<file path="src/rtl/alu_ctrl_pkg.sv">
// alu_ctrl_pkg: shared opcode, condition, ALU-op and state encodings for the ALU sequencer
package alu_ctrl_pkg;
  localparam int OPC_W = 4;
  localparam logic [OPC_W-1:0] OPC_ADD = 4'b0000;
  localparam logic [OPC_W-1:0] OPC_ADI = 4'b0001;
  localparam logic [OPC_W-1:0] OPC_NDU = 4'b0010;
  localparam logic [OPC_W-1:0] OPC_BEQ = 4'b1100;
  localparam logic [1:0] COND_NONE = 2'b00;
  localparam logic [1:0] COND_Z = 2'b01;
  localparam logic [1:0] COND_C = 2'b10;
  localparam logic [1:0] ALU_ADD = 2'b00;
  localparam logic [1:0] ALU_EQ = 2'b01;
  localparam logic [1:0] ALU_NAND = 2'b10;
  localparam logic [1:0] ALU_PASS = 2'b11;
  typedef enum logic [2:0] {S_IDLE, S_CHECK, S_EXEC, S_WB, S_DONE} state_t;
  function automatic logic [1:0] alu_op(input logic [OPC_W-1:0] opc);
    return (opc == OPC_ADD || opc == OPC_ADI) ? ALU_ADD :
           opc == OPC_NDU ? ALU_NAND :
           opc == OPC_BEQ ? ALU_EQ : ALU_PASS;
  endfunction
endpackage

</file>
<file path="src/rtl/alu_cond_check.sv">
// alu_cond_check: opcode legality and C/Z condition gating for an instruction
module alu_cond_check
  import alu_ctrl_pkg::*;
(
  input  logic [OPC_W-1:0] opcode,
  input  logic [1:0]       cond,
  input  logic             c,
  input  logic             z,
  output logic             execute,
  output logic             legal
);
  logic cond_ok;
  logic uncond;
  // ADI and BEQ ignore cond; code 11 behaves like unconditional
  always_comb begin
    legal = opcode == OPC_ADD || opcode == OPC_ADI || opcode == OPC_NDU || opcode == OPC_BEQ;
    uncond = opcode == OPC_ADI || opcode == OPC_BEQ;
    cond_ok = cond == COND_C ? c : cond == COND_Z ? z : 1'b1;
    execute = legal && (uncond || cond_ok);
  end
endmodule

</file>
<file path="src/rtl/alu_op_sequencer.sv">
// alu_op_sequencer: multi-cycle control FSM sequencing the ALU and owning the C/Z flags
module alu_op_sequencer
  import alu_ctrl_pkg::*;
#(
  parameter int W = 16
) (
  input  logic             clk,
  input  logic             rst_n,
  input  logic             start,
  input  logic [OPC_W-1:0] opcode,
  input  logic [1:0]       cond,
  input  logic [W-1:0]     alu_result,
  input  logic [W-1:0]     alu_flags,
  output logic [1:0]       op_sel,
  output logic             aorb,
  output logic             b_imm_sel,
  output logic             rf_we,
  output logic             c_flag,
  output logic             z_flag,
  output logic             branch_taken,
  output logic             illegal,
  output logic             busy,
  output logic             done
);
  state_t state;
  logic [OPC_W-1:0] opc_q;
  logic [1:0] cond_q;
  logic [OPC_W-1:0] opc_chk;
  logic execute;
  logic legal;
  logic unused_flags;
  // in IDLE the checker looks at the incoming opcode so the illegal pulse lands in CHECK
  assign opc_chk = state == S_IDLE ? opcode : opc_q;
  assign aorb = 1'b1;
  assign unused_flags = ^alu_flags[W-1:1];
  alu_cond_check u_cond_check (
    .opcode (opc_chk),
    .cond   (cond_q),
    .c      (c_flag),
    .z      (z_flag),
    .execute(execute),
    .legal  (legal)
  );
  // sequencer FSM; every output is registered on entry to the state that shows it
  always_ff @(posedge clk or negedge rst_n) begin
    if (!rst_n) begin
      state <= S_IDLE;
      opc_q <= '0;
      cond_q <= '0;
      op_sel <= ALU_PASS;
      b_imm_sel <= 1'b0;
      rf_we <= 1'b0;
      c_flag <= 1'b0;
      z_flag <= 1'b0;
      branch_taken <= 1'b0;
      illegal <= 1'b0;
      busy <= 1'b0;
      done <= 1'b0;
    end else begin
      case (state)
        S_IDLE: if (start) begin
          state <= S_CHECK;
          busy <= 1'b1;
          opc_q <= opcode;
          cond_q <= cond;
          illegal <= !legal;
        end
        S_CHECK: begin
          illegal <= 1'b0;
          if (execute) begin
            state <= S_EXEC;
            op_sel <= alu_op(opc_q);
            b_imm_sel <= opc_q == OPC_ADI;
          end else begin
            state <= S_DONE;
            done <= 1'b1;
          end
        end
        S_EXEC: begin
          state <= S_WB;
          if (opc_q == OPC_BEQ) branch_taken <= alu_result[0];
          else begin
            rf_we <= 1'b1;
            z_flag <= alu_result == '0;
            if (opc_q != OPC_NDU) c_flag <= alu_flags[0];
          end
        end
        S_WB: begin
          state <= S_DONE;
          rf_we <= 1'b0;
          branch_taken <= 1'b0;
          done <= 1'b1;
          op_sel <= ALU_PASS;
          b_imm_sel <= 1'b0;
        end
        S_DONE: begin
          state <= S_IDLE;
          done <= 1'b0;
          busy <= 1'b0;
        end
        default: state <= S_IDLE;
      endcase
    end
  end
endmodule

</file>
<file path="config.mk">
export PLATFORM = sky130hd
export DESIGN_NAME = alu_op_sequencer
export DESIGN_NICKNAME = d
export VERILOG_FILES = /design/src/rtl/alu_ctrl_pkg.sv /design/src/rtl/alu_cond_check.sv /design/src/rtl/alu_op_sequencer.sv
export SDC_FILE = /design/constraint.sdc
export NUM_CORES = 1
export LEC_CHECK = 0
export BUFFER_PORTS_ARGS = -buffer_cell sky130_fd_sc_hd__buf_4
export CAP_MARGIN = 40
export CORE_UTILIZATION = 46
export CTS_BUF_LIST = sky130_fd_sc_hd__clkbuf_4
export DETAILED_ROUTE_END_ITERATION = 8
export PLACE_DENSITY = 0.84
export SYNTH_ARGS = -nofsm -noshare
export SYNTH_HDL_FRONTEND = slang
export SYNTH_HIERARCHICAL = 1
export SYNTH_SLANG_ARGS = --single-unit
export TNS_END_PERCENT = 100
</file>
<file path="constraint.sdc">
create_clock -name clk -period 3.1 [get_ports clk]
set_input_delay 0.62 -clock clk [delete_from_list [all_inputs] [get_ports clk]]
set_output_delay 0.62 -clock clk [all_outputs]
set_load 0.02 [all_outputs]
</file>
======== After elaboration in Yosys (flattened, before gate mapping) ========
Index checks and enable logic that the tools add are counted.
word-level totals
  input bits .............................. 41
  output and inout bits ................... 11
  flip-flop bits (word level) ............. 19
  logic and storage cells ................. 80
operators by class
  multiplexer cells ....................... 23
  reductions and logical operators ........ 26
  eq/ne operators ......................... 18
  bitwise operators ....................... 1
operator list
  operator              number
  $logic_not A16 Y1     1
  $reduce_and A2 Y1     8
  $pmux W3 S4           1
  $ne A2 B2 Y1 const B  5
  $pmux W1 S2           5
  $eq A4 B1 Y1 const B  2
  $eq A4 B2 Y1 const B  2
  $eq A4 B4 Y1 const B  2
  $logic_not A4 Y1      2
  $mux W1               8
  $mux W2               4
  $reduce_bool A2 Y1    4
  $eq A3 B2 Y1 const B  2
  $logic_or A1 B1 Y1    6
  $mux W3               2
  $mux W4               1
  $ne A4 B2 Y1 const B  1
  $pmux W2 S2           1
  $eq A3 B1 Y1 const B  1
  $eq A3 B3 Y1 const B  1
  $logic_not A3 Y1      1
  $pmux W1 S3           1
  $reduce_and A3 Y1     1
  $reduce_bool A3 Y1    1
  other kinds (5)       5

======== Longest topological paths before layout ========
Gate-level depths: netlist of the first run.
  word-level depth ........................ 9
  mapped depth ............................ 8
  mapped depth without buffers ............ 8

======== Cells and area by module ========
The synthesis of the first run kept the hierarchy.
by module, submodules not included
  module            instances  cells an instance  area an instance (sq um)  sequential area each (sq um)
  alu_op_sequencer  1          87                 959.7                     478.0
  alu_cond_check    1          9                  57.6                      0.0

======== Worst setup path before layout of the first run ========
OpenSTA, ideal clock, no wires.
  path type ............................... reg2reg
  start ................................... register state[1]
  end ..................................... register b_imm_sel
  clock period less this slack ............ 2570 ps
  slack ................................... 530 ps
  arrival time ............................ 2489 ps
  cell stages (with the launch flop) ...... 8
  data required time ...................... 3018 ps
  library setup time ...................... 82 ps
  path buffers ............................ 0
  cell sequence ........................... dfrtp_1 > nor3_1 > mux2_2 > or3_1 > o32ai_1 > nand2_1 > o32a_1 > o22ai_2
on the way
  word-level cells in the longest chain between the ends .. 9
  elaborated cells on any way between the ends .. 18
  those cells by class .................... eq/ne: 6; mux: 2; reduce/logical: 10
ends and longest elaborated chain
  what                                                     RTL line                                    text
  start, declared                                          alu_op_sequencer.sv:25                      state_t state;
  start signal, assigned                                   alu_op_sequencer.sv:47                      state <= S_IDLE;
  start signal, assigned                                   alu_op_sequencer.sv:62                      state <= S_CHECK;
  start signal, assigned                                   alu_op_sequencer.sv:71                      state <= S_EXEC;
  $logic_not A3 Y1 *                                       alu_op_sequencer.sv:33                      assign opc_chk = state == S_IDLE ? opcode : opc_q;
  $mux W4 *                                                alu_op_sequencer.sv:33
  via opc_chk[0]                                           alu_op_sequencer.sv:28                      logic [OPC_W-1:0] opc_chk;
  $eq A4 B1 Y1 / $logic_not A4 Y1 (equally long branches)  alu_cond_check.sv:16, alu_cond_check.sv:17
  $logic_or A1 B1 Y1 (3 in series)                         alu_cond_check.sv:16                        legal = opcode == OPC_ADD || opcode == OPC_ADI || opcode == OPC_NDU || opcode == OPC_BEQ;
  $logic_and A1 B1 Y1 *                                    alu_cond_check.sv:19                        execute = legal && (uncond || cond_ok);
  via execute                                              alu_op_sequencer.sv:29                      logic execute;
  $ne A2 B2 Y1 (no source line) *                          --
  $reduce_and A2 Y1 (no source line) *                     --
  end signal, assigned                                     alu_op_sequencer.sv:51                      b_imm_sel <= 1'b0;
  end signal, assigned                                     alu_op_sequencer.sv:73                      b_imm_sel <= opc_q == OPC_ADI;
  end signal, assigned                                     alu_op_sequencer.sv:94                      b_imm_sel <= 1'b0;
  end, declared                                            alu_op_sequencer.sv:16                      output logic b_imm_sel,
The timed path passes the listed nets; every way through them passes the cells marked *.
A chain may end at the register's enable or synchronous reset.

======== Final worst setup path of the first run ========
Ends and elaborated chain as after synthesis.

==> metrics.txt, run 1 <==
status finished clean; Avg Synthesized Cell Area 10.60 um2; worst setup margin 0.5443 ns; fraction of the cycle the final worst path needs 0.8244; share of post-route cells with drive strength above 1 0.4593; leading cell type in the layout, fill and taps excluded sky130_fd_sc_hd__buf_4; maximum clock rate 391.3 MHz; #FFs+latches synth 19; CTS HTree Levels 1; area of all placed cells without fillers 0.001348 mm2; global-route wire length before repair 3939 um; critical register-to-register path startpoint state[1]; area fraction of the dominant cell type after synthesis 0.4182; post-DP HPWL 1778 um; fin nets 177; initial cell density of the core 0.5031; post-cts gate resize count 0; post-synthesis cell area 0.001017 mm2; GRT Overall Usage 0.2216; kind of end point of the critical path register; Chip Width 49.03 um; final setup vio count 0; max-capacitance violation count 0; Routability Congestion 0.7785; Inserted Diodes 0; Hold Buf Count CTS 0; Setup Fix Bufs, Post-CTS 0; clock tree from TritonCTS done; number of placement rows 16; count of input and output buffers 35; power per standard cell area 1009 mW/mm2; count of placed standard cells in the final layout, fillers left out 162; WL/cell 14.34 um; placeable core region 0.002022 mm2; height of the die 49.03 um; CP max FO 5; DRC viols 0; final clock skew 0.009332 ns; largest area contributor in the netlist sky130_fd_sc_hd__dfrtp_1; kind of critical path register to register; Vias 911; total routed wirelength 2323 um; path class of the lowest-slack min-delay path primary input to async pin; total CTS buffers 3; die area 0.002403 mm2; CP startpoint state[1]; Cells after DPL 158; unrepaired setup endpoints after global routing no; arrival time of the worst setup path 2.78 ns; number of optimization iterations in the first detailed-route pass 4; first-iteration detailed-routing DRC count 19; required time of the critical path 3.32 ns; TNS Setup 0 ns; remaining global-route overflow 0; Yosys cell types 35; most frequent cells in the layout sky130_fd_sc_hd__buf_4 (40), sky130_fd_sc_hd__dfrtp_1 (17), sky130_fd_sc_hd__mux2_2 (11); Clock Root Buffer sky130_fd_sc_hd__clkbuf_4; post-synthesis instance total 96; via/cell ratio 5.623; share of the yosys chip area belonging to registers 0.4699; maximum number of pins on one net before global-route repair 20; CTS max path bufs 2; net count after synthesis 137; total count of max-transition violations in the final report 0; I/O pin count 52; initial antenna violation count 0; number of clock sinks 19; minimum setup slack after placement 0.6083 ns; peak supply drop 0.0004911 V; Skew-Pair Late Insertion Delay 0.30 ns; post-layout min period 2.556 ns; Yosys warning total 6; antenna-violating nets left 0; Setup crit start kind register; placed standard-cell area 0.001318 mm2; dominant cells by area after synthesis sky130_fd_sc_hd__dfrtp_1 (42%), sky130_fd_sc_hd__mux2_2 (12%), sky130_fd_sc_hd__dfstp_2 (5.2%); CTS clk-pin slew, worst paths 0.11 ns; final hold vios 0; number of global-route vias before repair 887; layout overhead on the synthesized area 32.47%; LEAKAGE 0.6241 nW
==> registers in the layout, indices dropped and copies added (netlist names) <==
register,count
done,1
op_sel,2
busy,1
b_imm_sel,1
opc_q,4
rf_we,1
branch_taken,1
cond_q,2
state,3
illegal,1
c_flag,1
z_flag,1
==> cells in the mapped netlist <==
library cell               instances
sky130_fd_sc_hd__and4bb_2          1
sky130_fd_sc_hd__nor3b_1           2
sky130_fd_sc_hd__nor2b_1           2
sky130_fd_sc_hd__a21oi_1           7
sky130_fd_sc_hd__nor3_1            6
sky130_fd_sc_hd__or2_2             2
sky130_fd_sc_hd__o32a_1            1
sky130_fd_sc_hd__and2_1            1
sky130_fd_sc_hd__mux2i_1           4
sky130_fd_sc_hd__dfrtp_1          17
sky130_fd_sc_hd__o22ai_2           1
sky130_fd_sc_hd__a22oi_1           1
sky130_fd_sc_hd__nand2_1           3
sky130_fd_sc_hd__buf_1             1
sky130_fd_sc_hd__o21ai_0           4
sky130_fd_sc_hd__conb_1            1
sky130_fd_sc_hd__nor2_1            5
sky130_fd_sc_hd__nor4b_1           1
sky130_fd_sc_hd__and3b_2           1
sky130_fd_sc_hd__o32ai_1           1
sky130_fd_sc_hd__clkbuf_1          1
sky130_fd_sc_hd__nand2b_1          1
sky130_fd_sc_hd__buf_4             2
sky130_fd_sc_hd__or3_1             1
sky130_fd_sc_hd__buf_6             1
sky130_fd_sc_hd__or4b_1            1
sky130_fd_sc_hd__a21o_1            1
sky130_fd_sc_hd__and3b_1           1
sky130_fd_sc_hd__nand4_1           1
sky130_fd_sc_hd__inv_1             4
sky130_fd_sc_hd__o22a_1            1
sky130_fd_sc_hd__a31oi_1           1
sky130_fd_sc_hd__dfstp_2           2
sky130_fd_sc_hd__nor4_1            5
sky130_fd_sc_hd__mux2_2           11
==> critical path: stages (launching register included) <==
cell	delay, ns
sky130_fd_sc_hd__dfrtp_1	0.39
sky130_fd_sc_hd__nor3_1	0.21
sky130_fd_sc_hd__buf_4	0.18
sky130_fd_sc_hd__mux2_2	0.36
sky130_fd_sc_hd__or3_1	0.40
sky130_fd_sc_hd__o32ai_1	0.30
sky130_fd_sc_hd__buf_4	0.18
sky130_fd_sc_hd__nand2_1	0.05
sky130_fd_sc_hd__o32a_1	0.29
sky130_fd_sc_hd__o22ai_2	0.12
==> power by group <==
| part | internal [mW] | switching [mW] | total [mW] | leakage, nW |
|---|---|---|---|---|
| registers | 0.369 | 0.0969 | 0.465 | 0.221 |
| logic | 0.385 | 0.373 | 0.758 | 0.385 |
| clock network | 0.0589 | 0.0771 | 0.136 | 0.0184 |
==> path summary, 6_finish.rpt <==
kind	endpoint	cells after the start	slack, ns
min in group clk	rf_we	1	0.50
max in group asynchronous	op_sel[0]	1	2.67
min reg2reg	rf_we	1	0.50
max reg2reg	b_imm_sel	9	0.54
max	b_imm_sel	9	0.54
min	state[0]	1	0.17
==> final cells by class <==
| type | instances | area (um2) |
|---|---|---|
| fill | 163 | 674.4 |
| multi-input combinational | 68 | 490.5 |
| sequential | 19 | 478.0 |
| timing repair buffer | 40 | 300.3 |
| tap | 27 | 33.78 |
| clock buffer | 4 | 30.03 |
| inverter | 4 | 15.01 |
==> kinds of logic after synthesis <==
logic type	synth area share
AO/OA/AOI/OAI	0.1144
buffers and inverters	0.04795
flip-flops	0.4699
AND/OR/NAND/NOR	0.2030
other	0.003686
multiplexers	0.1611
==> through the flow <==
step	hold slack [ns]	total power, mW	util
floorplan	0.3244	0.9683	-
finish	0.1734	1.359	0.6665
global route	0.1928	1.451	0.6665
CTS	0.1806	1.356	0.6665
global placement	0.4696	1.188	0.6516
detailed placement	0.4716	1.221	0.6516
==> layer usage <==
metal,up-vias,global-route usage,wire [um]
met4,0,0.1373,53
met1,431,0.2505,913
met2,44,0.4028,1239
met3,4,0.01558,116
li1,432,-,-
met5,-,0,0
Power figures use the tool's default switching activity.
==> run 2, diff against run 1 <==
ABC_AREA = 1   (was not set)
CORE_UTILIZATION = 43   (was 46)
PLACE_DENSITY = 0.81   (was 0.84)
clock period = 2.3 ns   (was 3.1 ns; I/O delays follow)
==> metrics.txt, run 2 <==
status finished clean; Vias 1008 (+11%); path class of the lowest-slack min-delay path primary input to register; initial antenna violation count 0 (unchanged); Async S/R FF share, synth 1.000 (unchanged); arrival time of the worst setup path 2.24 ns (-0.54 ns); post-route core utilization 0.6133 (-0.05317); post-layout min period 2.021 ns (-0.5344 ns); placeable core region 0.002297 mm2 (+14%); most frequent cell after synthesis sky130_fd_sc_hd__nand2_1; maximum clock rate 494.7 MHz (+26%); part of the power in the clock network 0.100 (about the same); peak supply drop 0.0006685 V (+36%); leading cell type in the layout, fill and taps excluded sky130_fd_sc_hd__nand2_1; largest registers ranked by flip-flop count opc_q (4), state (3); Avg Synthesized Cell Area 7.337 um2 (-31%); Hold Worst Slack 0.3495 ns (+0.1761 ns); placed standard-cell area 0.001358 mm2 (+3.0%); WL/cell 10.82 um (-25%); Chip Width 52.08 um (+6.2%); fraction of the cycle the final worst path needs 0.8788 (+0.05440); Yosys warning total 6 (unchanged); count of input and output buffers 35 (unchanged); Inserted Diodes 0 (unchanged); number of flops mapped to enable cells by yosys 0 (unchanged); design internal power 914.2 uW (+13%); Routability Congestion 0.8295 (+6.6%); #FFs+latches synth 19 (unchanged); remaining global-route overflow 0 (unchanged); most frequent cells in the layout sky130_fd_sc_hd__nand2_1 (43), sky130_fd_sc_hd__buf_4 (35), sky130_fd_sc_hd__nor2_1 (24); first-iteration detailed-routing DRC count 20 (+1); DRC viols 0 (unchanged); number of clock sinks 19 (unchanged); antenna-violating nets left 0 (unchanged); kind of end point of the critical path register; final setup vio count 0 (unchanged); kind of critical path register to register; CTS clk-pin slew, worst paths 0.11 ns (about the same); final hold vios 0 (unchanged); height of the die 52.08 um (+6.2%); Setup crit start kind register; max-capacitance violation count 0 (unchanged); dominant cells by area after synthesis sky130_fd_sc_hd__dfrtp_1 (39%), sky130_fd_sc_hd__nand2_1 (15%), sky130_fd_sc_hd__nor2_1 (8.4%); switching power total 776.7 uW (+42%); maximum number of pins on one net before global-route repair 20 (unchanged); share of the yosys chip area belonging to registers 0.4432 (-0.02671); Clock Root Buffer sky130_fd_sc_hd__clkbuf_4; number of global-route vias before repair 1029 (+16%); worst setup margin 0.2787 ns (-0.2656 ns); post-synthesis instance total 147 (+53%); clock tree from TritonCTS done; number of placement rows 17 (+1); Primary FF master, synth sky130_fd_sc_hd__dfrtp_1; number of optimization iterations in the first detailed-route pass 4 (unchanged); portion of total power attributed to sequential cells 0.348 (+0.006); required time of the critical path 2.52 ns (-0.80 ns); largest register by flop count opc_q; TNS Setup 0 ns (unchanged); initial cell density of the core 0.4695 (-0.03360); CP max FO 8 (+3); largest area contributor in the netlist sky130_fd_sc_hd__dfrtp_1; I/O pin count 52 (unchanged); part of the power in combinational logic 0.552 (-0.006); LEAKAGE 0.7657 nW (+23%); Yosys cell types 21 (-40%); final clock skew 0.006265 ns (-0.003067 ns); post-DP HPWL 1837 um (+3.4%); area of all placed cells without fillers 0.001409 mm2 (+4.5%); CTS max path bufs 2 (unchanged); post-synthesis cell area 0.001079 mm2 (+6.0%); layout overhead on the synthesized area 30.63%; Skew-Pair Late Insertion Delay 0.30 ns (about the same); CTS HTree Levels 1 (unchanged); via/cell ratio 4.732 (-16%); area fraction of the dominant cell type after synthesis 0.3944 (-0.02377); total count of max-transition violations in the final report 0 (unchanged); fin nets 227 (+28%); net count after synthesis 188 (+37%); flip-flop count of the largest register, all copies and words added 4 (unchanged); power per standard cell area 1200 mW/mm2 (+19%); unrepaired setup endpoints after global routing no; total routed wirelength 2305 um (-0.77%); top cells by instance count after synthesis sky130_fd_sc_hd__nand2_1 (44), sky130_fd_sc_hd__nor2_1 (24), sky130_fd_sc_hd__dfrtp_1 (17); share of post-route cells with drive strength above 1 0.3405 (-0.1187); global-route wire length before repair 4091 um (+3.9%); total CTS buffers 3 (unchanged); GRT Overall Usage 0.2073 (-0.01427); minimum setup slack after placement 0.2264 ns (-0.3818 ns); die area 0.002712 mm2 (+13%); switching part of the total power 0.4593 (+0.05710)
run 2: cell count changes after synthesis, moves of 3 or more:
cell	change
sky130_fd_sc_hd__a21oi_1	-3
sky130_fd_sc_hd__inv_1	+12
sky130_fd_sc_hd__inv_2	+4
sky130_fd_sc_hd__mux2_2	-11
sky130_fd_sc_hd__mux2i_1	-4
sky130_fd_sc_hd__nand2_1	+41
sky130_fd_sc_hd__nand2_2	+3
sky130_fd_sc_hd__nand3_1	+13
sky130_fd_sc_hd__nor2_1	+19
sky130_fd_sc_hd__nor2_2	+4
sky130_fd_sc_hd__nor3_1	-5
sky130_fd_sc_hd__nor4_1	-5
sky130_fd_sc_hd__o21ai_2	+4
run 2: path summary, 6_finish.rpt:
path / from / end / slack (ns) / cells after the start
max in group asynchronous: rst_n / op_sel[1] / 1.48 / 2
max: state[1] / op_sel[1] / 0.28 / 14
min: cond[0] / cond_q[0] / 0.35 / 3
min in group asynchronous: rst_n / state[1] / 0.55 / 2
max reg2reg: state[1] / op_sel[1] / 0.28 / 14
min reg2reg: rf_we / rf_we / 0.49 / 2
run 2: critical path: stages (launching register included):
cell and delay (ns):
sky130_fd_sc_hd__dfrtp_1 0.48, sky130_fd_sc_hd__nor2_4 0.18, sky130_fd_sc_hd__nand2_2 0.15, sky130_fd_sc_hd__nor2_1 0.17
sky130_fd_sc_hd__a21oi_2 0.06, sky130_fd_sc_hd__nor2_2 0.12, sky130_fd_sc_hd__nand2_1 0.07, sky130_fd_sc_hd__nand2_2 0.09
sky130_fd_sc_hd__inv_2 0.04, sky130_fd_sc_hd__nor2_1 0.10, sky130_fd_sc_hd__nand2_1 0.09, sky130_fd_sc_hd__nor2_2 0.17
sky130_fd_sc_hd__inv_2 0.07, sky130_fd_sc_hd__nand2_1 0.07, sky130_fd_sc_hd__nand3_1 0.08
run 2: metal layers:
metal  vias up  routed length [um]  global-route usage
met3         2                  68             0.03509
met1       459                1012              0.2377
met5         -                   0                   0
met4         0                  21             0.08108
li1        527                   -                   -
met2        20                1202              0.3761
run 2: layout make-up:
type | instances | area [um2]
Multi-Input combinational cell | 106 | 520.5
Sequential cell | 19 | 478.0
Timing Repair Buffer | 36 | 272.8
Clock buffer | 3 | 22.52
Tap cell | 28 | 35.03
Inverter | 20 | 75.07
Fill cell | 215 | 888.4
Clock inverter | 1 | 5.005
run 2: repair_timing:
| item | CTS | global route |
|---|---|---|
| hold endpoints to repair | 0 | 11 |
| gates resized for setup | 0 | 4 |
| setup endpoints to repair | 0 | 3 |
| buffers inserted | 0 | 0 |
| hold buffers | 0 | 1 |
run 2: power groups by stage:
stage                     Sequential, mW  Clock [mW]  Combinational (mW)
after floorplan                    0.667           0               0.575
after global placement             0.587           0               0.871
after detailed placement           0.595           0               0.904
after CTS                          0.589       0.174               0.909
after global routing               0.608       0.192                1.07
final                              0.589       0.169               0.933
run 2: logic make-up (layout without fill, tap and decap cells):
group | after synthesis | after routing | share of synthesized area
simple gates | 94 | 94 | 0.3991
flops | 19 | 19 | 0.4432
other cells | 1 | 1 | 0.003477
buf+inv | 22 | 60 | 0.08701
compound gates | 11 | 11 | 0.06729
run 2: per-stage QoR:
stage / power, mW / instances
after floorplan: 1.242 / 147
after global placement: 1.458 / 208
after detailed placement: 1.499 / 208
after CTS: 1.672 / 212
after global routing: 1.865 / 213
final: 1.691 / 213
==> run 3, diff against run 2 <==
CAP_MARGIN = not set   (was 40)
CORE_UTILIZATION = 42   (was 43)
PLACE_DENSITY = 0.8   (was 0.81)
SYNTH_HIERARCHICAL = not set   (was 1)
==> metrics.txt, run 3 <==
status finished clean; maximum number of pins on one net before global-route repair 20 (unchanged); height of the die 51.97 um (-0.22%); Setup crit start kind register; post-cts gate resize count 0 (unchanged); clock tree from TritonCTS done; setup slack, reg-to-reg 0.56 ns (+0.28 ns); required time of the critical path 2.49 ns (-0.03 ns); arrival time of the worst setup path 1.93 ns (-0.31 ns); total count of max-transition violations in the final report 0 (unchanged); number of optimization iterations in the first detailed-route pass 4 (unchanged); most prevalent standard cell on the critical path sky130_fd_sc_hd__nand2_1; initial antenna violation count 0 (unchanged); unrepaired setup endpoints after global routing no; flip-flop count of the largest register, all copies and words added 4 (unchanged); net count after synthesis 179 (-4.8%); maximum clock rate 574.2 MHz (+16%); LEAKAGE 0.7398 nW (-3.4%); placeable core region 0.002276 mm2 (-0.93%); Avg Synthesized Cell Area 7.598 um2 (+3.6%); Vias 1020 (+1.2%); Setup Fix Bufs, Post-CTS 0 (unchanged); Inserted Diodes 0 (unchanged); peak supply drop 0.0006825 V (+2.1%); share of post-route cells with drive strength above 1 0.2727 (-0.06781); die area 0.002700 mm2 (-0.44%); Post-Synth XOR/XNOR Area 0 (unchanged); slowest stage delay, CP 0.46 ns (-0.02 ns); Clock Root Buffer sky130_fd_sc_hd__clkbuf_4; global-route wire length before repair 3933 um (-3.9%); CTS HTree Levels 1 (unchanged); total routed wirelength 2355 um (+2.2%); Yosys warning total 0 (-6); post-synthesis instance total 138 (-6.1%); area fraction of the dominant cell type after synthesis 0.4057 (+0.01130); count of input and output buffers 35 (unchanged); Routability Congestion 0.7676 (-7.5%); most frequent cells in the layout sky130_fd_sc_hd__nand2_1 (39), sky130_fd_sc_hd__buf_4 (36), sky130_fd_sc_hd__inv_1 (20); antenna-violating nets left 0 (unchanged); via/cell ratio 5.000 (+5.7%); top cells by instance count after synthesis sky130_fd_sc_hd__nand2_1 (39), sky130_fd_sc_hd__inv_1 (20), sky130_fd_sc_hd__dfrtp_1 (17); Async S/R FF share, synth 1.000 (unchanged); final setup vio count 0 (unchanged); CTS clk-pin slew, worst paths 0.11 ns (about the same); number of clock sinks 19 (unchanged); multiplexer share of the synthesized area 0.01074 (+0.01074); share of the yosys chip area belonging to registers 0.4558 (+0.01269); fraction of the cycle the final worst path needs 0.7572 (-0.1217); post-synthesis adder-cell area fraction 0 (unchanged); GRT Overall Usage 0.1984 (-0.008891); slowest stage cell, crit path sky130_fd_sc_hd__dfrtp_1; first-iteration detailed-routing DRC count 33 (+65%); post-DP HPWL 1833 um (-0.23%); Hold Worst Slack 0.01603 ns (-0.3334 ns); largest register by flop count opc_q; DRC viols 0 (unchanged); layout overhead on the synthesized area 30.79%; #FFs+latches synth 19 (unchanged); TNS Setup 0 ns (unchanged); Hold Buf Count CTS 0 (unchanged); CP startpoint state[0]; critical register-to-register path startpoint state[0]; max-capacitance violation count 0 (unchanged); CP max FO 10 (+2); path class of the lowest-slack min-delay path primary input to async pin; CTS max path bufs 2 (unchanged); WL/cell 11.54 um (+6.7%); leading cell type in the layout, fill and taps excluded sky130_fd_sc_hd__nand2_1; final hold vios 0 (unchanged); power per standard cell area 1282 mW/mm2 (+6.8%); most frequent cell after synthesis sky130_fd_sc_hd__nand2_1; post-layout min period 1.742 ns (-0.2798 ns); dominant cells by area after synthesis sky130_fd_sc_hd__dfrtp_1 (41%), sky130_fd_sc_hd__nand2_1 (14%), sky130_fd_sc_hd__inv_1 (7.2%); number of placement rows 17 (unchanged); kind of end point of the critical path register; simple-gate area share of the yosys netlist 0.3544 (-0.04466); Skew-Pair Late Insertion Delay 0.29 ns (about the same); largest area contributor in the netlist sky130_fd_sc_hd__dfrtp_1; total of fill cells in the finished design 209 (-2.8%); number of flops mapped to enable cells by yosys 0 (unchanged); total CTS buffers 3 (unchanged); fin nets 218 (-4.0%); kind of critical path register to register; final clock skew 0.004894 ns (-0.001371 ns); initial cell density of the core 0.4607 (-0.008806); sequence of cells on the critical path nor2_4 > nand2_4 > nand2_1 > nand2_1 > nor2_1 > nand2_1 > nand2_2 > nand3_4 > nand3_1 > nand2_1; post-synthesis compound-gate area fraction 0.08831 (+0.02102); number of global-route vias before repair 994 (-3.4%); Chip Width 51.97 um (-0.22%); I/O pin count 52 (unchanged); Primary FF master, synth sky130_fd_sc_hd__dfrtp_1; largest registers ranked by flip-flop count opc_q (4), state (3); post-layout total power 1.759 mW (+4.0%); area of all placed cells without fillers 0.001371 mm2 (-2.7%); placed standard-cell area 0.001341 mm2 (-1.2%); post-synthesis cell area 0.001049 mm2 (-2.8%); main combinational cell family by area after synthesis simple AND/OR/NAND/NOR gates; Yosys cell types 25 (+19%); remaining global-route overflow 0 (unchanged)
run 3: cell types whose count changed after synthesis, moves of 4 or more:
cell / previous run / this run
sky130_fd_sc_hd__nor2_1: 24 / 10
sky130_fd_sc_hd__inv_2: 4 / 0
sky130_fd_sc_hd__nor4_1: 0 / 4
sky130_fd_sc_hd__o21ai_0: 2 / 10
sky130_fd_sc_hd__inv_1: 16 / 20
sky130_fd_sc_hd__nor2_2: 4 / 0
sky130_fd_sc_hd__nand2_1: 44 / 39
sky130_fd_sc_hd__o21ai_2: 4 / 0
run 3: stage by stage:
stage                     std cells  setup WS (ns)    util
after global placement          200         0.6409  0.5893
after global routing            204         0.3805  0.6025
after detailed placement        200         0.5813  0.5893
after CTS                       204         0.5533  0.6025
final                           204         0.5585  0.6025
after floorplan                 138         0.8057       -
run 3: layout make-up:
class,instances,area [um2],area share
multi-input cells,96,479.2,0.3495
flip-flops and latches,19,478.0,0.3485
repair buffers,36,270.3,0.1971
inverters,21,78.83,0.05748
well taps,28,35.03,0.02555
clock buffers,4,30.03,0.02190
run 3: final timing paths:
path | endpoint | depth (start not counted)
max in group asynchronous | op_sel[0] | 1
worst min register to register | done | 2
worst max-delay path | done | 10
worst min-delay path | cond_q[0] | 1
worst max register to register | done | 10
min in group clk | cond_q[0] | 3
run 3: cells by family (layout without fill, tap and decap cells):
group           Yosys count  after routing
mux                       1              1
buf+inv                  23             61
simple gates             78             78
flops                    19             19
other cells               1              1
compound gates           16             16
run 3: where the power goes:
group | internal [mW] | switching (mW)
sequential | 0.494 | 0.119
combinational | 0.367 | 0.600
clock | 0.0792 | 0.0995
run 3: per-layer routing:
metal  vias to the layer above  share of wire  global-route usage
li1                        525              -                   -
met1                       456           0.43              0.2208
met2                        37           0.49              0.3718
met3                         2          0.074             0.02632
met4                         0         0.0072             0.08108
met5                         -              0                   0
run 3: critical path: cells and delay by family (launching register included):
family | cells | cell delay [ns]
DFF | 1 | 0.46
and+or+nand+nor | 10 | 1.18
